## src/rtl/segdec_pkg.sv

```systemverilog
// Shared definitions for the 7-segment bus decoder: segment bit positions,
// the decoded digit type and the glyph lookup.
package segdec_pkg;

  localparam int SEG_A  = 0;
  localparam int SEG_B  = 1;
  localparam int SEG_C  = 2;
  localparam int SEG_D  = 3;
  localparam int SEG_E  = 4;
  localparam int SEG_F  = 5;
  localparam int SEG_G  = 6;
  localparam int SEG_DP = 7;

  localparam logic [6:0] SEG_BLANK = 7'h00;

  // {dp, hex nibble}
  typedef logic [4:0] digit_t;

  // Returns {valid, nibble}; index is gfedcba.
  function automatic logic [4:0] glyph_to_hex(input logic [6:0] seg);
    logic [4:0] r;
    case (seg)
      7'h3F: r = 5'h10;
      7'h06: r = 5'h11;
      7'h5B: r = 5'h12;
      7'h4F: r = 5'h13;
      7'h66: r = 5'h14;
      7'h6D: r = 5'h15;
      7'h7D: r = 5'h16;
      7'h07: r = 5'h17;
      7'h7F: r = 5'h18;
      7'h6F: r = 5'h19;
      7'h77: r = 5'h1A;
      7'h7C: r = 5'h1B;
      7'h39: r = 5'h1C;
      7'h5E: r = 5'h1D;
      7'h79: r = 5'h1E;
      7'h71: r = 5'h1F;
      default: r = 5'h00;
    endcase
    return r;
  endfunction

endpackage

```

## src/rtl/seg7_to_hex.sv

```systemverilog
// Combinational glyph classifier: hex nibble, hex-glyph flag and blank flag.
module seg7_to_hex
  import segdec_pkg::*;
(
  input  logic [6:0] seg,
  output logic [3:0] nibble,
  output logic       is_hex,
  output logic       is_blank
);

  assign {is_hex, nibble} = glyph_to_hex(seg);
  assign is_blank         = (seg == SEG_BLANK);

endmodule

```

## src/rtl/segment_display_decoder.sv

```systemverilog
// Monitor for a multiplexed 4-digit 7-segment bus: waits for each digit slot to
// settle, decodes it back to {dp, hex}, and tracks frame completion and staleness.
module segment_display_decoder
  import segdec_pkg::*;
#(
  parameter int STABLE_CYCLES  = 2,
  parameter int TIMEOUT_CYCLES = 1024
) (
  input  logic       Clk,
  input  logic       Reset,
  input  logic [3:0] EnableIns,
  input  logic [7:0] SegIns,
  output digit_t     Values [0:3],
  output logic [3:0] DigitValid,
  output logic       FrameStrobe,
  output logic       PatternError,
  output logic       MuxError,
  output logic       Stale
);

  localparam int SW = (STABLE_CYCLES > 1) ? $clog2(STABLE_CYCLES) : 1;
  localparam int TW = (TIMEOUT_CYCLES > 1) ? $clog2(TIMEOUT_CYCLES) : 1;
  localparam logic [SW-1:0] STABLE_MAX = SW'(STABLE_CYCLES - 1);
  localparam logic [TW-1:0] TMO_MAX    = TW'(TIMEOUT_CYCLES - 1);

  logic [3:0]    en_q;
  logic [7:0]    seg_q;
  logic [SW-1:0] stable_cnt;
  logic          captured;
  logic [3:0]    seen;
  logic [TW-1:0] tmo_cnt;

  logic [3:0] nibble;
  logic       is_hex, is_blank;

  seg7_to_hex u_glyph (
    .seg      (seg_q[6:0]),
    .nibble   (nibble),
    .is_hex   (is_hex),
    .is_blank (is_blank)
  );

  logic       changed, accept, one_hot, multi;
  logic       cap_hex, cap_blank, cap, tmo_hit;
  logic [3:0] seen_nxt;

  always_comb begin
    changed   = ({EnableIns, SegIns} != {en_q, seg_q});
    accept    = (stable_cnt == STABLE_MAX) && !captured;
    one_hot   = (en_q != 4'b0) && ((en_q & (en_q - 4'd1)) == 4'b0);
    multi     = (en_q != 4'b0) && !one_hot;
    cap_hex   = accept && one_hot && is_hex;
    cap_blank = accept && one_hot && is_blank;
    cap       = cap_hex || cap_blank;
    seen_nxt  = seen | en_q;
    tmo_hit   = (tmo_cnt == TMO_MAX);
  end

  always_ff @(posedge Clk or posedge Reset) begin
    if (Reset) begin
      en_q         <= '0;
      seg_q        <= '0;
      stable_cnt   <= '0;
      captured     <= 1'b0;
      seen         <= '0;
      tmo_cnt      <= '0;
      for (int i = 0; i < 4; i++) Values[i] <= '0;
      DigitValid   <= '0;
      FrameStrobe  <= 1'b0;
      PatternError <= 1'b0;
      MuxError     <= 1'b0;
      Stale        <= 1'b1;
    end else begin
      en_q  <= EnableIns;
      seg_q <= SegIns;

      // A change restarts settling; the accept below still acts on the old sample.
      if (changed) begin
        stable_cnt <= '0;
        captured   <= 1'b0;
      end else begin
        if (stable_cnt != STABLE_MAX) stable_cnt <= stable_cnt + 1'b1;
        if (accept) captured <= 1'b1;
      end

      FrameStrobe  <= 1'b0;
      PatternError <= accept && one_hot && !is_hex && !is_blank;
      MuxError     <= accept && multi;

      for (int i = 0; i < 4; i++) begin
        if (cap_hex && en_q[i]) begin
          Values[i]     <= {seg_q[SEG_DP], nibble};
          DigitValid[i] <= 1'b1;
        end
        if (cap_blank && en_q[i]) DigitValid[i] <= 1'b0;
      end

      // Capture takes priority over a timeout on the same edge.
      if (cap) begin
        tmo_cnt <= '0;
        if (cap_hex) Stale <= 1'b0;
        if (seen_nxt == 4'hF) begin
          FrameStrobe <= 1'b1;
          seen        <= '0;
        end else begin
          seen <= seen_nxt;
        end
      end else if (tmo_hit) begin
        DigitValid <= '0;
        seen       <= '0;
        Stale      <= 1'b1;
      end else begin
        tmo_cnt <= tmo_cnt + 1'b1;
      end
    end
  end

endmodule
```

## config.mk

```make
export PLATFORM = sky130hd
export DESIGN_NAME = segment_display_decoder
export DESIGN_NICKNAME = d
export VERILOG_FILES = /design/src/rtl/segdec_pkg.sv /design/src/rtl/seg7_to_hex.sv /design/src/rtl/segment_display_decoder.sv
export SDC_FILE = /design/constraint.sdc
export NUM_CORES = 1
export LEC_CHECK = 0
export CAP_MARGIN = 20
export CORE_AREA = 2 2 78 80
export CTS_CLUSTER_DIAMETER = 120
export CTS_CLUSTER_SIZE = 14
export DETAILED_ROUTE_END_ITERATION = 6
export DIE_AREA = 0 0 80 82
export GPL_ROUTABILITY_DRIVEN = 0
export GPL_TIMING_DRIVEN = 0
export PLACE_DENSITY = 0.79
export SETUP_SLACK_MARGIN = 0.3
export SLEW_MARGIN = 0
export SYNTH_ARGS = -nofsm -noshare
export SYNTH_HDL_FRONTEND = slang
export SYNTH_SLANG_ARGS = --single-unit
```

## constraint.sdc

```tcl
create_clock -name Clk -period 2.85 [get_ports Clk]
set_input_delay 0.57 -clock Clk [delete_from_list [all_inputs] [get_ports Clk]]
set_output_delay 0.57 -clock Clk [all_outputs]
set_load 0.01 [all_outputs]
```

### Word-level counts from Yosys, hierarchy flattened

Cells that the tools add are included.
W data, S select, Z words.

| operators by class | value |
|---|---|
| $add $sub $neg | 3 |
| $mul | 0 |
| div/mod/pow operators | 0 |
| $lt $le $gt $ge | 0 |
| eq/ne operators | 21 |
| shift operators | 0 |
| multiplexer cells | 25 |
| bitwise logic cells | 2 |
| reductions and logical operators | 28 |

Operators by type and width:

| kind | number |
|---|---|
| $eq A7 B7 Y1 const B | 12 |
| $pmux W5 S16 | 1 |
| $mux W10 | 2 |
| $mux W4 | 5 |
| $logic_and A1 B1 Y1 | 17 |
| $mux W1 | 17 |
| $eq A7 B3 Y1 const B | 2 |
| $eq A7 B6 Y1 const B | 2 |
| $ne A12 B12 Y1 | 1 |
| $add A10 B1 Y10 const B | 1 |
| $eq A10 B10 Y1 const B | 1 |
| $logic_not A7 Y1 | 1 |
| $and A4 B4 Y4 | 1 |
| $eq A4 B4 Y1 const B | 1 |
| $logic_not A1 Y1 | 4 |
| $logic_not A4 Y1 | 1 |
| $ne A2 B2 Y1 const B | 2 |
| $or A4 B4 Y4 | 1 |
| $reduce_bool A2 Y1 | 2 |
| $reduce_bool A4 Y1 | 1 |
| $sub A4 B1 Y4 const B | 1 |
| $reduce_and A2 Y1 | 1 |
| $add A1 B1 Y1 const B | 1 |
| $logic_or A1 B1 Y1 | 1 |

| storage, ports and cells | value |
|---|---|
| register bits | 56 |
| latch bits | 0 |
| memory bits (writable) | 0 |
| bits in read-only memories | 0 |
| output and inout port bits | 28 |
| word-level logic and storage cells | 94 |
| memories | 0 |

### Logic depth before layout (Yosys ltp)

Gate-level depths: netlist of the first run.

| depth | value |
|---|---|
| depth in word-level cells | 11 |
| gate-level depth with buffers | 8 |
| depth with buffers taken out | 6 |

### Hierarchy

A second synthesis of the first run with hierarchy kept.

| second synthesis, totals | value |
|---|---|
| cell total of the unflattened synthesis | 259 |
| area, all modules | 2960.3 µm² |

Modules (own cells, without submodules):

| module | times used | cells an instance | area an instance (µm²) | sequential area each (µm²) |
|---|---|---|---|---|
| segment_display_decoder | 1 | 200 | 2542.4 | 1402.6 |
| seg7_to_hex | 1 | 59 | 417.9 | 0.0 |

### Worst setup path after synthesis of the first run

No wires, ideal clock.

| timing path | value |
|---|---|
| path kind | register to register |
| start | register seg_q[6] |
| end | register Values[0] (netlist bit) |
| setup time | 0.125 ns |
| arrival | 2.028 ns |
| required time | 2.725 ns |
| setup slack | 0.697 ns |
| stages on the path, launching flop included | 7 |
| cell sequence | dfrtp_1 > buf_6 > or3_4 > a2111oi_4 > a311oi_1 > a21oi_2 > mux2_2 |

| on the way | value |
|---|---|
| longest elaborated chain between the ends | 4 |

Ends and longest elaborated chain:

| what | line | source |
|---|---|---|
| start: declaration | segment_display_decoder.sv:27 | `logic [7:0] seg_q;` |
| start signal: assignment | segment_display_decoder.sv:75 | `seg_q <= SegIns;` |
| $eq A7 B7 Y1, or another cell as far along | segdec_pkg.sv:22 | `case (seg)` |
| $pmux W5 S16 * | segdec_pkg.sv:22 |  |
| $logic_and A1 B1 Y1 | segment_display_decoder.sv:52 | `cap_hex = accept && one_hot && is_hex;` |
| $logic_and A1 B1 Y1 | segment_display_decoder.sv:91 | `if (cap_hex && en_q[i]) begin` |
| end signal: indexed assignment | segment_display_decoder.sv:92 | `Values[i] <= {seg_q[SEG_DP], nibble};` |
| end: declaration | segment_display_decoder.sv:13 | `output digit_t Values [0:3],` |

Every way passes the cells marked *; elsewhere a longest branch is shown, timed or not.
A chain may end at the register's enable or synchronous reset.

### Worst setup path after layout of the first run

| timing path | value |
|---|---|
| start | register seg_q[6] |
| end | register Values[18] (netlist bit) |

The elaborated chain is that of the path after synthesis.

==> results of run 1 <==
## metrics by stage
step	hold WS [ns]	power, W	instances
2_1_floorplan	0.443	0.000989	248
6_report	0.486	0.00146	373
3_5_place_dp	0.471	0.00105	365
3_3_place_gp	0.454	0.00104	364
4_1_cts	0.494	0.00147	373
5_1_grt	0.506	0.00153	373
## state kept, by name, indices dropped and copies added, names as in the netlist
name	count
FrameStrobe	1
stable_cnt	1
PatternError	1
captured	1
MuxError	1
seg_q	8
en_q	4
tmo_cnt	10
Values	20
Stale	1
DigitValid	4
seen	4
## logic make-up (layout without fill, tap and decap cells)
logic type               Yosys count  in the layout  share of synthesized area [%]
buffers and inverters             22             72                           4.05
AND/OR/NAND/NOR                   84             84                           16.3
flip-flops                        56             56                           49.9
XOR/XNOR                          18             18                           5.61
AO/OA/AOI/OAI                     41             41                           13.4
multiplexers                      25             25                           9.93
adder cells (fa/ha/maj)            2              2                          0.801
## routing by layer
layer	vias to the layer above	global-route usage [%]	routed length (um)	part of all wire [%]
li1	993	-	-	-
met1	1046	25.2	2540	43
met2	71	31.8	2820	48
met3	12	5.71	384	6.6
met4	0	6.78	104	1.8
met5	-	0	0	0
## layout make-up
| cell class | instances | area (um2) |
|---|---|---|
| clock buffers | 7 | 76.3 |
| inverters | 8 | 30.0 |
| plain buffers | 14 | 83.8 |
| multi-input cells | 170 | 1290 |
| repair buffers | 42 | 430 |
| fillers | 518 | 2330 |
| clock inverters | 1 | 8.76 |
| well taps | 75 | 93.8 |
| flip-flops and latches | 56 | 1400 |
## power by group through the flow
stage / logic [W] / clock network (W) / registers (W)
floorplan: 0.000119 / 0 / 0.000869
global placement: 0.000161 / 0 / 0.000876
detailed placement: 0.000168 / 0 / 0.000878
CTS: 0.000169 / 0.000442 / 0.000862
global route: 0.000188 / 0.000470 / 0.000870
finish: 0.000169 / 0.000429 / 0.000863
## repair_timing
action / in CTS / in global routing
setup buffers: 0 / 0
resized for setup: 0 / 1
setup endpoints to repair: 0 / 4
## how the worst min path moves through the flow
stage | from | endpoint | slack, ns | cells past startpoint
floorplan | captured | captured | 0.44 | 1
global placement | captured | captured | 0.45 | 1
detailed placement | captured | captured | 0.47 | 1
CTS | captured | captured | 0.49 | 1
global route | captured | captured | 0.51 | 1
finish | captured | captured | 0.49 | 1
## worst reg2reg max path: cells and delay by family, from the launching register on
| kind | cells | cell delay (ns) |
|---|---|---|
| simple gates | 1 | 0.39 |
| mux | 1 | 0.39 |
| compound gates | 3 | 0.96 |
| flops | 1 | 0.38 |
| buf+inv | 1 | 0.14 |
## placed cells by master, fill, tap and decap left out, drive strengths merged, types with 3 or more instances in the layout
| cell type | count |
|---|---|
| clkbuf | 12 |
| inv | 8 |
| clkdlybuf4s50 | 41 |
| nand3 | 11 |
| xnor2 | 16 |
| nand4 | 4 |
| o211ai | 4 |
| and3 | 3 |
| nor2 | 19 |
| nor3 | 7 |
| and2 | 4 |
| mux2 | 23 |
| nand2 | 15 |
| dfrtp | 55 |
| buf | 10 |
| or4 | 3 |
| a21o | 4 |
| a21oi | 7 |
| o22ai | 4 |
| nor4 | 3 |
| o21ai | 3 |
==> reports/results.txt, run 1 <==
The flow ran to the end, and the final reports show no timing, DRC or antenna violations. The switching part of the total came out at 26.1%. Number of antenna violations at the first check in global routing: 0.

For this run, the number of Yosys warnings is 0. The net count of the finished layout is 312. Measured against its own limit, the worst slew margin works out to 34.5%. CTS placed an instance of sky130_fd_sc_hd__clkbuf_8 at the clock tree root. The number of gates on the worst path with buffers counted came out at 6.

From bottom edge to top edge, the die measures 82 um. After detailed routing, the number of remaining DRC violations is 0. The first global-routing pass estimated 9.95 mm of wire. The run gives 248 as the gate count of the mapped netlist.

The worst setup path is captured at a flip-flop. The number of enable-type register cells in the synthesized netlist was 0. The worst path buffer plus inverter count works out to 1.

The critical path starts at seg_q[6]. Number of endpoints failing setup at the final stage: 0. Setup repair after global routing left no endpoint under its margin. The antenna diode count was 0; the number of buffers created by CTS was 5.

The reported net switching power is 0.000381 W. Clock latency on the worst-skew pair, taken at its later pin, is 0.31 ns. Each instance of the synthesized netlist takes up on average 11.3 um2. For the maximum number of pins on one net before global-route repair, the log shows 41.

Hold repair after CTS inserted 0 buffers. Summing the sequential cell areas from Yosys gives 49.9% of the chip area. The final route contains 2,122 vias. For the number of optimization iterations in the first detailed-route pass, the log shows 4. Counting distinct cell types in the post-synthesis netlist gives 55.

Gate family responsible for the most delay along the worst path: compound AO/OA/AOI/OAI gates. In this run the critical register-to-register path is launched from seg_q[6]. Setup slack closes at 0.479 ns. Cells fill 59.5% of the core in the end.

Portion of synthesized cell area occupied by the leading cell type: 49.0%. sky130_fd_sc_hd__dfrtp_1 is the most common cell in the netlist. The number of hold violations in the final report was 0; the buffer levels on the longest clock path was 2. The clock net in this run drives a total of 56 sinks. The static leakage was 1.46 nW; the measured slew at the worst slew-check pin was 0.973 ns. Mapped cell area: 2810 um2. Fraction of power consumed by sequential logic: 59.0%. Combinational cells account for 11.6% of the total power.

In the routed layout, each cell is associated on average with a via count of 5.69. The run gives 2,142 as the number of global-route vias before repair. The required time of the critical path came out at 3.05 ns. Flip-flop cell with the highest count after synthesis: sky130_fd_sc_hd__dfrtp_1.

In this run the worst path has a maximum fanout of 10. The run gives 2.57 ns as the arrival time at the worst endpoint. Setup total negative slack on the finished layout was measured at 0 ns.

Sorting the synthesized cells by how often they occur yields sky130_fd_sc_hd__dfrtp_1, sky130_fd_sc_hd__mux2_2, sky130_fd_sc_hd__nor2_1, sky130_fd_sc_hd__xnor2_1, sky130_fd_sc_hd__nand2_1. IR analysis of the VDD net gives a maximum drop of 0.265 mV. Of the cells placed in the final design, the portion with a size suffix greater than 1 is 17.1%. In this run the remaining antenna-violating nets after routing total 0.

Average routed wire per standard cell: 15.7 um. Counting flops with an async set or reset pin after synthesis yields a share of 100%. The worst min-delay path class is reg -> reg. The share of total power dissipated in the clock network is 29.4%. For this block, the routed nets add up to 5.85 mm of wire. The tools report the final-report max-slew violation count as 0. The die covers 6560 um2. The finished cells cover 3420 um2. Post-CTS clock slew at the launch and capture registers of the worst setup and hold paths: 0.09 ns. Compared with the post-synthesis result, the final layout area differs by 21.7%. The number of maximum-capacitance violations came out at 0. The tools report the capture point of the critical path as Values[18]. The total overflow left after global routing is 0. The stage delay of the slowest cell on the critical path was 0.44 ns; the cell area after placement was 3330 um2. The peak clock frequency supported by timing was 0.422 GHz; the core area was 5750 um2. The run gives 4.22 mm as the total half-perimeter wirelength after legalization and detailed placement. The H-tree was split into 2 levels.

TritonCTS built the clock tree. The number of I/O pins is 42. The number of placement rows was 28; the starting density of the core was 48.9%.

The number of DRC violations after detailed-routing iteration 0 was 152; the power density over the cells was 427 nW/um2. The count of state elements after synthesis was 56. Of the available clock period, the critical path in the final layout requires 83.2%.

The tools report the reg-to-reg endpoint as Values[18]. Traced cell by cell, the critical path runs through buf_6 -> or3_4 -> a2111oi_4 -> a311oi_1 -> a21oi_2 -> mux2_2. Prior to clock tree synthesis, the placed netlist has a worst setup slack of 0.488 ns.

The tools report the worst-case register-to-register setup slack as 0.48 ns. The internal portion of the total power is 0.00108 W. The tools report the synthesized net count as 263.

sky130_fd_sc_hd__dfrtp_1 takes more of the synthesized area than any other cell. STA classifies the critical path startpoint as a flip-flop. The die is 80 um wide. The slowest stage cell on the critical path was sky130_fd_sc_hd__a2111oi_4.

The cell count of the worst reg-to-reg path was 6. The worst path needs 2.37 ns of the cycle, external delays included. After synthesis, the cell types taking the most area are sky130_fd_sc_hd__dfrtp_1, sky130_fd_sc_hd__mux2_2, sky130_fd_sc_hd__xnor2_1. Setup clock skew after layout: 0.00856 ns. For this run, the total global-route usage over all layers was measured as 19.6%. The category of the critical setup timing path is reg -> reg. The count of buffers added on input and output ports is 41.
Note: power is estimated with default switching activity, not from simulation.
==> run 2, diff against run 1 <==
==> constraint.sdc (replaced) <==
create_clock -name Clk -period 2.35 [get_ports Clk]
set_input_delay 0.47 -clock Clk [delete_from_list [all_inputs] [get_ports Clk]]
set_output_delay 0.47 -clock Clk [all_outputs]
set_load 0.01 [all_outputs]
==> run 2 against run 1 <==
Sequential share of layout area fell by 6.0 points. Clock skew decreased by 0.0026 ns. Die area stayed put. Sequential power increased by 22%. Critical path type unchanged. Worst setup slack got worse by 0.40 ns. Largest power group unchanged. Count of clock-buffer cells in the layout fell by 1.
==> reports/results.txt, run 2 (synthesis results as in run 1) <==
Leaving out fill and tap cells, the most frequent cell in the layout is sky130_fd_sc_hd__dfrtp_1. The min-delay analysis places its worst path in the category reg -> reg. The tools report the total grt overflow as 0 (unchanged). The logs give 0.288 mV (+9.0%) for the worst supply voltage drop on vdd and 0 (unchanged) for the final-report max-slew violation count.

The worst setup path is captured at a flip-flop. The antenna diode count is 0 (unchanged), and the number of antenna violations at the first check in global routing is 0 (unchanged). The number of buffers created by CTS is 5 (unchanged), and the measured slew at the worst slew-check pin is 0.523 ns (-0.450 ns). The run gives 0 (unchanged) as the remaining design rule violation count. The logs give 7.39 mm (+26%) for the total routed wirelength and 340 (+9.0%) for the net total in the final layout. The flow ran to the end, and the final reports show no timing, DRC or antenna violations. The post-CTS clock slew at the launch and capture registers of the worst setup and hold paths was 0.09 ns (about the same); the clock insertion delay at the later pin of the skew report was 0.31 ns (about the same). The tools report the global-route total usage across every layer as 21.2% (+1.6 points). The largest individual stage delay along the critical path comes from the cell sky130_fd_sc_hd__dfrtp_1. Register with the most flip-flops: Values.

For the number of placement rows, the log shows 28 (unchanged). The run gives 188 (+24%) as the number of DRC violations after detailed-routing iteration 0. The count of H-tree levels built during CTS is 2 (unchanged), and the area overhead of the layout relative to synthesis is 43.0%.

The maximum number of pins on one net before global-route repair was 36 (-12%); the die area was 6560 um2 (unchanged). The number of maximum-capacitance violations is 0 (unchanged). The largest fanout of any net on the critical path came out at 6 (-4). The run gives 69.9% (+10 points) as the utilization after layout. The share of layout cells above drive strength 1 works out to 35.3% (+18 points). The per-cell via count in the routed design came out at 5.66 (-0.58%). The number of flip-flops in the largest register works out to 20 (unchanged). The number of I/O pins was 42 (unchanged); the stage delay of the slowest cell on the critical path was 0.46 ns (+0.02 ns).

The overall via count from detail_route was 2,268 (+6.9%). The number of global-route vias before repair was 2,214 (+3.4%); the number of buffer cells added on primary ports was 41 (unchanged). The required time of the critical path is 2.55 ns (-0.50 ns), and the width of the die is 80 um (unchanged).

The number of endpoints failing setup at the final stage is 0 (unchanged). The run gives 0 (unchanged) as the count of nets left with antenna violations after detail routing. The total half-perimeter wirelength after legalization and detailed placement is 4.14 mm (-1.9%). The static leakage is 1.74 nW (+19%), and the worst-case headroom to the max-slew limit is 65.1% (+31 points). Number of hold violations in the final report: 0 (unchanged). For the global-route wire length before repair, the log shows 10.8 mm (+8.7%).

The worst setup path is launched from a flip-flop. The run gives 5750 um2 (unchanged) as the core area. Among cell families on the critical path, the largest total delay comes from compound AO/OA/AOI/OAI gates.

Leaving out fill and tap cells, the most frequent cells in the layout are sky130_fd_sc_hd__dfrtp_1, sky130_fd_sc_hd__clkdlybuf4s50_1, sky130_fd_sc_hd__buf_4. The cell area after placement was 3340 um2 (+0.19%). The filler cell count in the final layout is 407 (-21%).

The tools report the number of optimization iterations in the first detailed-route pass as 4 (unchanged). Setup repair after global routing could not meet its margin everywhere. The category of the critical setup timing path was reg -> reg.

The y dimension of the die was 82 um (unchanged); the number of hold-repair buffers added at the cts stage was 0 (unchanged). The average routed wire per standard cell is 18.4 um (+18%), and the power density over the cells is 476 nW/um2 (+11%). In the final layout, the registers with the most flip-flops are Values x20, tmo_cnt x10, seg_q x8. The post-route minimum period is 2.28 ns (-0.0959 ns), and the peak clock frequency supported by timing is 0.440 GHz (+4.2%).

The worst path buffer plus inverter count came out at 1 (unchanged). The ratio of final minimum period to clock period was 96.8% (+14 points); the starting density of the core was 48.9% (unchanged). TritonCTS built the clock tree. The setup clock skew after layout is 0.00594 ns (-0.00262 ns).

The root buffer cell chosen for the clock tree is sky130_fd_sc_hd__clkbuf_8. The arrival time at the worst endpoint was 2.48 ns (-0.09 ns); the count of clock tree sinks was 56 (unchanged). For the buffer levels on the longest clock path, the log shows 2 (unchanged). The run gives 4020 um2 (+17%) as the final standard cell area without fillers. The signal on the critical path passes through buf_6 -> o211ai_1 -> a21oi_2 -> a311o_4 -> o211ai_4 -> mux2_4.
[run 2: cell count changes in the layout (fill, tap and decap cells not counted), sizes merged]
cell | before | now
clkbuf | 12 | 10
inv | 8 | 9
buf | 10 | 39
[run 2: final cells by class]
cell class | instances | area (um2) | share of cell area (%)
Buffer | 14 | 128 | 3.18
Clock buffer | 6 | 82.6 | 2.06
Clock inverter | 2 | 13.8 | 0.343
Inverter | 8 | 30.0 | 0.747
Multi-Input combinational cell | 170 | 1580 | 39.4
Sequential cell | 56 | 1410 | 35.0
Tap cell | 75 | 93.8 | 2.34
Timing Repair Buffer | 70 | 681 | 16.9
[run 2: final timing paths]
kind / startpoint / to / slack, ns / cells past startpoint
setup reg to reg: seg_q[4] / Values[10] / 0.07 / 6
min in group asynchronous: Reset / Values[8] / 0.50 / 2
hold reg to reg: captured / captured / 0.48 / 1
max in group asynchronous: Reset / Stale / 1.24 / 3
setup / recovery: seg_q[4] / Values[10] / 0.07 / 6
hold / removal: captured / captured / 0.48 / 1
[run 2: where the power goes]
part / switching (W) / total [W] / internal, W
clock network: 0.000316 / 0.000558 / 0.000242
logic: 0.000154 / 0.000303 / 0.000149
registers: 0.0000468 / 0.00105 / 0.00100
[run 2: stage by stage]
stage               power [W]  instances  setup slack [ns]  hold slack (ns)  setup TNS [ns]
global placement      0.00126        364            -0.468            0.454          -25.62
global route          0.00199        401          -0.00179            0.508        -0.00179
CTS                   0.00187        386             0.130            0.482               0
detailed placement    0.00127        365         -0.000722            0.459       -0.000722
floorplan             0.00120        248             0.286            0.443               0
finish                0.00191        401            0.0750            0.480               0
[run 2: what timing repair did]
item	in CTS	in global routing
gates cloned	1	0
resized for setup	50	33
setup buffers	12	15
pin swaps	16	13
endpoints found under the setup margin	39	40
[run 2: metal layers]
layer  vias to the layer above  routed length (um)  part of all wire [%]  track usage [%]
li1                       1052                   -                     -                -
met1                      1128                3270                    44             29.4
met2                        73                3640                    49             33.3
met3                        15                 311                   4.2             3.63
met4                         0                 167                   2.3             8.47
met5                         -                   0                     0                0
==> run 3, diff against run 2 <==
--- a/config.mk
+++ b/config.mk
@@ -5,15 +5,16 @@
 export SDC_FILE = /design/constraint.sdc
 export NUM_CORES = 1
 export LEC_CHECK = 0
-export CAP_MARGIN = 20
-export CORE_AREA = 2 2 78 80
+export CELL_PAD_IN_SITES_DETAIL_PLACEMENT = 1
+export CELL_PAD_IN_SITES_GLOBAL_PLACEMENT = 1
+export CORE_AREA = 2 2 84 86
 export CTS_CLUSTER_DIAMETER = 120
 export CTS_CLUSTER_SIZE = 14
 export DETAILED_ROUTE_END_ITERATION = 6
-export DIE_AREA = 0 0 80 82
+export DIE_AREA = 0 0 86 88
 export GPL_ROUTABILITY_DRIVEN = 0
 export GPL_TIMING_DRIVEN = 0
-export PLACE_DENSITY = 0.79
+export PLACE_DENSITY = 0.84
 export SETUP_SLACK_MARGIN = 0.3
 export SLEW_MARGIN = 0
 export SYNTH_ARGS = -nofsm -noshare
==> run 3 against run 2 <==
Via count increased by 8.7%. Power increased by 0.61%. Sequential power about the same. Maximum frequency decreased by 0.67%.
==> reports/results.txt, run 3 (synthesis results as in run 1) <==
The measured slew at the worst slew-check pin came out at 0.800 ns (+0.277 ns). The average routed wire per standard cell is 24.9 um (+35%), and the count of clock tree sinks is 56 (unchanged). The net total in the final layout is 344 (+1.2%). The clock root buffer is sky130_fd_sc_hd__clkbuf_8. The worst-case headroom to the max-slew limit is 46.2% (-19 points). The run gives 2 (unchanged) as the buffer levels on the longest clock path. For the number of antenna violations at the first check in global routing, the log shows 0 (unchanged). Final standard cell area without fillers: 4050 um2 (+0.90%). The post-route minimum period is 2.29 ns (+0.0153 ns). The number of global-route vias before repair is 2,662 (+20%), and the number of maximum-capacitance violations is 0 (unchanged). The register with the most flip-flops is Values. Number of flip-flops in the largest register: 20 (unchanged).

The tools report the overall via count from detail_route as 2,465 (+8.7%). TritonCTS built the clock tree. The die area is 7570 um2 (+15%). The run gives 2 (unchanged) as the count of H-tree levels built during CTS. Static leakage: 1.73 nW (-0.71%). The worst min-delay path class was reg -> reg.

The number of hold-repair buffers added at the cts stage is 0 (unchanged), and the maximum number of pins on one net before global-route repair is 34 (-5.6%). The clock insertion delay at the later pin of the skew report came out at 0.32 ns (about the same). The logs give 15.0 mm (+38%) for the global-route wire length before repair and 0 (unchanged) for the number of endpoints failing setup at the final stage.

The width of the die works out to 86 um (+7.5%). Y dimension of the die: 88 um (+7.3%). The critical path is of the reg -> reg type.

The worst supply voltage drop on vdd is 0.334 mV (+16%). The share of layout cells above drive strength 1 came out at 36.7% (+1.4 points). The required time of the critical path was 2.55 ns (about the same). The core area is 6640 um2 (+16%). In the final layout, the registers with the most flip-flops are Values x20, tmo_cnt x10, seg_q x8.

The number of buffer cells added on primary ports was 41 (unchanged). The logs give 26.1% (+4.9 points) for the global-route total usage across every layer and 124 (-34%) for the number of DRC violations after detailed-routing iteration 0. The count of nets left with antenna violations after detail routing is 0 (unchanged). The number of placement rows was 30 (+7.1%); the ratio of final minimum period to clock period was 97.5% (+0.65 points). The kind of start point of the critical path was a flip-flop.

The logs give 0 (unchanged) for the total grt overflow and 42 (unchanged) for the number of I/O pins. The tools report the starting density of the core as 42.3% (-6.6 points). The post-CTS clock slew at the launch and capture registers of the worst setup and hold paths came out at 0.11 ns (+0.02 ns). The arrival time at the worst endpoint was 2.49 ns (about the same); the antenna diode count was 0 (unchanged). The power density over the cells works out to 475 nW/um2 (-0.29%). The number of buffers created by CTS was 5 (unchanged). The number of optimization iterations in the first detailed-route pass is 4 (unchanged), and the largest fanout of any net on the critical path is 5 (-1). For the remaining design rule violation count, the log shows 0 (unchanged). For the total routed wirelength, the log shows 10.2 mm (+38%). Area overhead of the layout relative to synthesis: 44.3%.

The number of hold violations in the final report was 0 (unchanged). The cell area after placement is 3350 um2 (+0.41%). In the layout the commonest cells are sky130_fd_sc_hd__dfrtp_1, sky130_fd_sc_hd__clkdlybuf4s50_1, sky130_fd_sc_hd__buf_4. The tools report the peak clock frequency supported by timing as 0.437 GHz (-0.67%). The setup clock skew after layout is 0.0134 ns (+0.00746 ns). The per-cell via count in the routed design is 6.01 (+6.3%), and the count of placed standard cells including taps is 370 (+1.4%). For the filler-free cell count of the finished design, the log shows 410 (+2.2%). The flow ran to the end, and the final reports show no timing, DRC or antenna violations. The run gives 0 (unchanged) as the final-report max-slew violation count. Setup repair after global routing could not meet its margin everywhere. STA classifies the critical path endpoint as a flip-flop. The run gives 4.94 mm (+19%) as the total half-perimeter wirelength after legalization and detailed placement. Commonest non-fill, non-tap cell in the layout: sky130_fd_sc_hd__dfrtp_1.
==> run 3: changes by cell type in the layout (fill, tap and decap cells not counted), moves of 3 or more <==
cell                     previous run  this run
sky130_fd_sc_hd__buf_6              7        11
sky130_fd_sc_hd__mux2_2             6         9
sky130_fd_sc_hd__mux2_4            17        14
sky130_fd_sc_hd__nor2_2             1         6
sky130_fd_sc_hd__nor2_4             5         0
==> run 3: worst max-delay path, stage by stage (launching register included) <==
cell and delay, ns:
sky130_fd_sc_hd__dfrtp_1 0.45, sky130_fd_sc_hd__buf_6 0.16, sky130_fd_sc_hd__and2_1 0.20, sky130_fd_sc_hd__a32oi_2 0.25, sky130_fd_sc_hd__nand4_1 0.20, sky130_fd_sc_hd__buf_6 0.19, sky130_fd_sc_hd__buf_4 0.15, sky130_fd_sc_hd__o311ai_4 0.42
sky130_fd_sc_hd__o22ai_2 0.14
==> run 3: area by class of cell <==
cell class / count / area [um2]
plain buffers: 14 / 123
clock buffers: 5 / 68.8
clock inverters: 3 / 27.5
fillers: 665 / 2590
inverters: 8 / 30.0
multi-input cells: 170 / 1550
flip-flops and latches: 56 / 1410
well taps: 80 / 100
repair buffers: 74 / 749
==> run 3: worst paths after layout <==
check / from / end / slack (ns) / depth (start not counted)
max in group asynchronous: Reset / Stale / 1.11 / 3
min reg2reg: captured / captured / 0.49 / 1
min: captured / captured / 0.49 / 1
max reg2reg: seg_q[4] / seen[0] / 0.06 / 8
min in group asynchronous: Reset / Values[7] / 0.59 / 2
max: seg_q[4] / seen[0] / 0.06 / 8
==> run 3: stage by stage <==
stage	utilization [%]	total power, W	hold slack, ns	setup WS, ns	TNS, ns
2_1_floorplan	-	0.00120	0.443	0.286	0
3_3_place_gp	50.1	0.00126	0.454	-0.510	-27.85
3_5_place_dp	50.5	0.00128	0.459	-0.0238	-0.0791
4_1_cts	58.0	0.00188	0.483	0.134	0
5_1_grt	61.0	0.00200	0.527	-0.0209	-0.0209
6_report	61.0	0.00192	0.486	0.0597	0
==> run 3: layer usage <==
layer  routed length [um]  GRT usage, %  vias to the layer above
met5                    0             0                        -
met4                  410          8.08                        0
met3                  502          4.43                       35
met2                 5110          46.9                      100
met1                 4190          32.0                     1269
li1                     -             -                     1061
==> run 3: timing repair <==
item / in CTS / in global routing
cloned: 1 / 0
pin swaps: 15 / 13
resized for setup: 51 / 28
endpoints found under the setup margin: 39 / 41
setup buffers: 20 / 11
endpoints found under the hold margin: 0 / 0
==> run 3: power by group <==
part           internal (W)  leakage, nW  total (W)  switching (W)
clock network      0.000220       0.0463   0.000574       0.000354
logic              0.000129        0.949   0.000290       0.000161
registers           0.00100        0.736    0.00106      0.0000556
